<file path="src/rtl/uart_rx_fifo.sv">
// Receive FIFO between the UART receiver and the CPU I/O read path.
// Captures one byte per rx_flag rising edge; the CPU pops via DATA_ADDR and controls via STAT_ADDR.
module uart_rx_fifo #(
    parameter int          DEPTH     = 8,
    parameter logic [7:0]  DATA_ADDR = 8'd252,
    parameter logic [7:0]  STAT_ADDR = 8'd248,
    parameter int          IRQ_LEVEL = 1
) (
    input  logic                       clock,
    input  logic                       reset_n,
    input  logic [7:0]                 rx_data,
    input  logic                       rx_flag,
    input  logic [7:0]                 access_addr,
    input  logic                       reg_w_en,
    input  logic                       mem_w_en,
    input  logic [7:0]                 w_data,
    output logic [7:0]                 fifo_data,
    output logic [7:0]                 fifo_status,
    output logic [$clog2(DEPTH):0]     fifo_count,
    output logic                       int_req
);
    localparam int AW = $clog2(DEPTH);
    localparam int CW = AW + 1;

    logic [7:0]    mem [DEPTH];
    logic [AW-1:0] wr_ptr, rd_ptr;
    logic [CW-1:0] count;
    logic          overflow;
    logic          rx_flag_q;

    logic          push_edge, pop_req, ctrl_wr, flush, clr_ovf;
    logic          push_ok, pop_ok, drop;
    logic          not_empty, full, irq_pending;
    logic [CW-1:0] next_count;
    logic [AW-1:0] next_wr_ptr, next_rd_ptr;
    logic          next_overflow;
    logic          unused_bits;

    assign unused_bits = ^w_data[6:1];

    always_comb begin
        not_empty   = (count != '0);
        full        = (count == CW'(DEPTH));
        irq_pending = (count >= CW'(IRQ_LEVEL));

        push_edge = rx_flag & ~rx_flag_q;
        pop_req   = reg_w_en & (access_addr == DATA_ADDR) & not_empty;
        ctrl_wr   = mem_w_en & (access_addr == STAT_ADDR);
        flush     = ctrl_wr & w_data[0];
        clr_ovf   = ctrl_wr & w_data[7];

        // A push into a full FIFO only fits when a pop frees the head in the same cycle.
        pop_ok  = pop_req & ~flush;
        push_ok = push_edge & ~flush & (~full | pop_req);
        drop    = push_edge & ~flush & full & ~pop_req;

        next_wr_ptr   = push_ok ? wr_ptr + 1'b1 : wr_ptr;
        next_rd_ptr   = flush ? wr_ptr : (pop_ok ? rd_ptr + 1'b1 : rd_ptr);
        next_count    = flush ? '0 : count + CW'(push_ok) - CW'(pop_ok);
        next_overflow = clr_ovf ? 1'b0 : (drop ? 1'b1 : overflow);

        fifo_data   = not_empty ? mem[rd_ptr] : 8'h00;
        fifo_status = {overflow, full, 3'b000, irq_pending, 1'b0, not_empty};
        fifo_count  = count;
    end

    always_ff @(posedge clock or negedge reset_n) begin
        if (!reset_n) begin
            wr_ptr    <= '0;
            rd_ptr    <= '0;
            count     <= '0;
            overflow  <= 1'b0;
            // Held high so a flag already asserted at reset release is not seen as an edge.
            rx_flag_q <= 1'b1;
            int_req   <= 1'b0;
        end else begin
            wr_ptr    <= next_wr_ptr;
            rd_ptr    <= next_rd_ptr;
            count     <= next_count;
            overflow  <= next_overflow;
            rx_flag_q <= rx_flag;
            int_req   <= (next_count >= CW'(IRQ_LEVEL));
        end
    end

    always_ff @(posedge clock) begin
        if (push_ok) begin
            mem[wr_ptr] <= rx_data;
        end
    end
endmodule
</file>
<file path="config.mk">
export PLATFORM = sky130hd
export DESIGN_NAME = uart_rx_fifo
export DESIGN_NICKNAME = d
export VERILOG_FILES = /design/src/rtl/uart_rx_fifo.sv
export SDC_FILE = /design/constraint.sdc
export NUM_CORES = 1
export LEC_CHECK = 0
export BUFFER_PORTS_ARGS = -buffer_cell sky130_fd_sc_hd__buf_2
export CORE_MARGIN = 2
export CORE_UTILIZATION = 56
export CTS_BUF_LIST = sky130_fd_sc_hd__clkbuf_4 sky130_fd_sc_hd__clkbuf_8 sky130_fd_sc_hd__clkbuf_16
export DETAILED_ROUTE_END_ITERATION = 10
export PLACE_DENSITY = 0.78
export SETUP_SLACK_MARGIN = 0.5
export SLEW_MARGIN = 10
export SYNTH_ARGS = -nofsm -noshare
export SYNTH_HDL_FRONTEND = slang
export SYNTH_SLANG_ARGS = --single-unit
</file>
<file path="constraint.sdc">
create_clock -name clock -period 3.2 [get_ports clock]
set_input_delay 0.48 -clock clock [delete_from_list [all_inputs] [get_ports clock]]
set_output_delay 0.48 -clock clock [all_outputs]
set_load 0.01 [all_outputs]
</file>
# Word-level counts from Yosys, hierarchy flattened
# Memory sizes are Yosys's and may differ from the RTL's.
# Cells that the tools add are included.
classes:
  addsub: 4
  mul: 0
  n_div: 0
  order_cmp: 2
  n_eq_ne: 3
  n_shift: 0
  n_mux: 8
  n_bitwise: 16
  n_reduce_logical: 3
ops:
  columns: ["op", "n"]
  rows:
  - ["8-bit equality test (second input constant)", 2]
  - ["1-bit bitwise AND", 11]
  - ["4-bit by 1-bit >= comparator with 1-bit output (second input constant)", 2]
  - ["8-bit two-way mux", 1]
  - ["3-bit by 1-bit adder with 3-bit output (second input constant)", 2]
  - ["3-bit two-way mux", 2]
  - ["4-bit by 1-bit adder with 4-bit output", 1]
  - ["4-bit equality test (second input constant)", 1]
  - ["1-bit two-way mux", 4]
  - ["4-bit two-way mux", 1]
  - ["1-bit NOT", 4]
  - ["2-bit nonzero test", 2]
  - ["4-bit nonzero test", 1]
  - ["4-bit by 1-bit subtractor with 4-bit output", 1]
  - ["1-bit OR", 1]
totals:
  reg_bits: 13
  latch_bits: 0
  mem_bits_rw: 64
  rom_bits: 0
  input_bits: 29
  output_inout_bits: 21
  n_memories: 1
memory_table:
  columns: ["memory", "depth", "word_bits", "rd", "rd_ports_with_merged_regs", "write_ports", "line", "rtl"]
  rows:
  - ["mem", 8, 8, 1, 0, 1, "25", "logic [7:0] mem [DEPTH];"]

# Longest topological paths before layout
logic_depth:
  depth_word: 10
  mapped_depth: 13

# Worst setup path before layout
# No wires, ideal clock.
synth_timing:
  kind: "register to register"
  startpoint: "register count[2] (netlist: fifo_count[2])"
  endpoint: "register int_req"
  setup_time_ns: 0.132
  arrival_ns: 2.620
  setup_slack_ns: 0.448
  path_stages_with_launch: 13
  n_path_buf: 1
  path_cell_list: "dfrtp_1 > inv_1 > ha_1 > nor3b_2 > o41ai_2 > nand3_1 > buf_4 > ha_1 > inv_1 > ha_1 > fa_1 > xnor2_1 > a31oi_1"
synth_between:
  elab_chain_cells: 8
synth_lines:
  columns: ["item", "line", "rtl"]
  rows:
  - ["start: declaration", "27", "logic [CW-1:0] count;"]
  - ["start signal: assignment", "79", "count <= next_count;"]
  - ["4-bit nonzero test / 4-bit equality test (equally long branches)", "42, 43", null]
  - ["1-bit bitwise AND / 1-bit NOT (equally long branches)", "47, 54", null]
  - ["1-bit OR", "54", "push_ok = push_edge & ~flush & (~full | pop_req);"]
  - ["1-bit bitwise AND", "54", null]
  - ["4-bit by 1-bit adder with 4-bit output", "59", "next_count = flush ? '0 : count + CW'(push_ok) - CW'(pop_ok);"]
  - ["4-bit by 1-bit subtractor with 4-bit output *", "59", null]
  - ["4-bit two-way mux *", "59", null]
  - ["4-bit by 1-bit >= comparator with 1-bit output *", "82", "int_req <= (next_count >= CW'(IRQ_LEVEL));"]
  - ["end signal: assignment", "82", null]
  - ["end: declaration", "20", "output logic int_req"]
# Mark *: on every way between the ends. The rest lies on a longest branch, timed or not.
# A chain may end at the register's enable or synchronous reset.

# Worst setup path in the final report
# Ends and elaborated chain as after synthesis.

==> metrics.yaml <==
clock_sinks: 77
setup_viol: 0
hpwlAfterDp_mm: 4.39
synth_edf_count: 64
ys.flop_type: "edfxtp_1"
syn_inst: 204
postLayoutCellArea_um2: 3930
worst_slack_ns: 0.602
power_mw: 2.70
die_h_um: 82.2
yosys.cell_types.count: 44
clock_path_buffers: 2
finalSetupTns_ns: 0
yosysSeqAreaShare: 0.656
rows: 28
cp_data_required_time_ns: 3.41
crit_path_end_kind: "register"
slew_viol_final: 0
wl_mm: 6.68
fin_cells: 333
grt_remaining_overflow: 0
syn_area_per_cell_um2: 16.8
tightest_slew_ns: 0.846
drv_cap: 0
ys_top_cells_by_area: "edfxtp_1 56%, mux4_2 11%, dfrtp_1 8.8%"
ff_latch_area_um2: 2250
grt_max_degree: 19
viasPerCell: 5.74
synth_warnings: 0
yosys-top-cells-count: "64 x edfxtp_1, 18 x nand2_1, 16 x mux4_2, 12 x dfrtp_1, 11 x buf_4"
crit_type: "register to register"
holdWs_ns: 0.0295
power.leakage_nw: 1.44
antenna_found_initial: 0
synth_area_um2: 3430
yosysMostFrequentCell: "edfxtp_1"
ant_nets: 0
final_util: 0.663
nets: 291
dp_slack_ns: 0.485
critPathMaxFanout: 3
first_iter_violations: 142
clkTransAtPathRegs_ns: 0.07
n_antenna_cell: 0
die_w_um: 82.2
cts_buffers: 9
fin_skew_ns: 0.00515
area_growth_pct: 14.5
cts.htree.levels: 3
synth_top_area_frac: 0.561
fin_crit_ns: 2.60
wire_per_inst_um: 20.1
cp-start-kind: "register"
ir_drop_v: 0.000362
cts.root.buffer_cell: "clkbuf_8"
gp_congestion: 0.762
clk_latency_ns: 0.33
io_pins: 50
core_um2: 5920
multi_input_area_um2: 1050
grt_pass1_wl_mm: 10.5
ctsHoldBuffers: 0
drc: 0
track_usage: 0.222
grt_pass1_vias: 1999
hp-class: "input port to asynchronous set/reset pin"
placed_cell_area_um2: 3690
yosysTopAreaCell: "edfxtp_1"
fillers: 421
rsz0062_at_grt: "no"
fmax_mhz: 385
hold_viol_final: 0
async_flop_share: 0.169
post_route_cells_drive_above_1_share: 0.415
slew_headroom: 0.436
outcome: "completed"
dr_total_vias: 1911
worstPathArrival_ns: 2.80
numPortBuffers: 39
ys_ff_latch: 77
die-area_um2: 6760
firstDrtPassIters: 5
dpl.cell_count: 315
fin_crit_sh: 0.812
cts_tree: "done"
p_per_area_nw_per_um2: 688
initial_core_util: 0.579
## cell families (layout without fill, tap and decap cells)
group / count (synthesis) / count (layout) / synth area share
AOI/OAI and AO/OA: 19 / 19 / 0.0394
adders and majority gates: 9 / 9 / 0.0350
DFF: 77 / 77 / 0.656
and+or+nand+nor: 48 / 48 / 0.0989
xor gates and xnor gates: 4 / 4 / 0.0102
buffers and inverters: 29 / 80 / 0.0511
other: 1 / 4 / 0.00109
muxes: 17 / 17 / 0.108
## repair_timing
item / 4_1_cts / 5_1_grt
endpoints found under the setup margin: 1 / 2
setup buffers: 0 / 2
endpoints found under the hold margin: 0 / 0
gates resized for setup: 2 / 6
pin swaps: 3 / 3
## area by class of cell
cell class / instances / share of cell area
clock inverters: 5 / 0.0131
flip-flops and latches: 77 / 0.573
multi-input cells: 101 / 0.266
well taps: 75 / 0.0239
inverters: 11 / 0.0118
clock buffers: 11 / 0.0354
repair buffers: 53 / 0.0765
## cell usage in the layout (no fill, tap or decap), types with 6 or more instances in the layout
master     n
a21oi_1    8
ha_1       6
buf_2     39
nand2_1   18
dfrtp_1   12
clkbuf_8   9
mux4_2    16
edfxtp_1  64
inv_1      7
buf_4     14
## critical path, stage by stage (launching register included)
cell	delay, ns
dfrtp_1	0.35
inv_2	0.06
ha_2	0.18
nor3b_4	0.16
or4_4	0.57
clkinv_4	0.06
ha_1	0.22
inv_2	0.07
ha_4	0.13
fa_1	0.44
nor2_1	0.15
a31oi_1	0.09
## registers in the layout, summed over array words and instances, names as in the netlist
| register | flops |
|---|---|
| overflow | 1 |
| rx_flag_q | 1 |
| rd_ptr | 3 |
| wr_ptr | 3 |
| mem | 64 |
| fifo_count | 4 |
| int_req | 1 |
## worst paths after layout
kind	startpoint	endpoint	slack (ns)	depth (start not counted)
max reg2reg	fifo_count[2]$_DFF_PN0_	int_req$_DFF_PN0_	0.60	11
min	reset_n	wr_ptr[2]$_DFFE_PN0P_	0.03	1
min in group clock	rx_flag	rx_flag_q$_DFF_PN1_	0.25	1
max in group asynchronous	reset_n	rx_flag_q$_DFF_PN1_	2.88	1
min reg2reg	overflow$_DFFE_PN0P_	overflow$_DFFE_PN0P_	0.57	2
max	fifo_count[2]$_DFF_PN0_	int_req$_DFF_PN0_	0.60	11
## per-layer routing
metal / GRT usage / share of wire / routed length [um]
met5: 0 / 0 / 0
met4: 0.0750 / 0.0087 / 58
met3: 0.0554 / 0.054 / 358
met2: 0.360 / 0.50 / 3310
met1: 0.296 / 0.44 / 2950
## power by group
group          leakage (nW)  switching (mW)  internal, mW
sequential            0.728           0.120          1.21
clock                0.0976           0.328         0.373
combinational         0.617           0.356         0.310
Note: power is estimated with default switching activity, not from simulation.
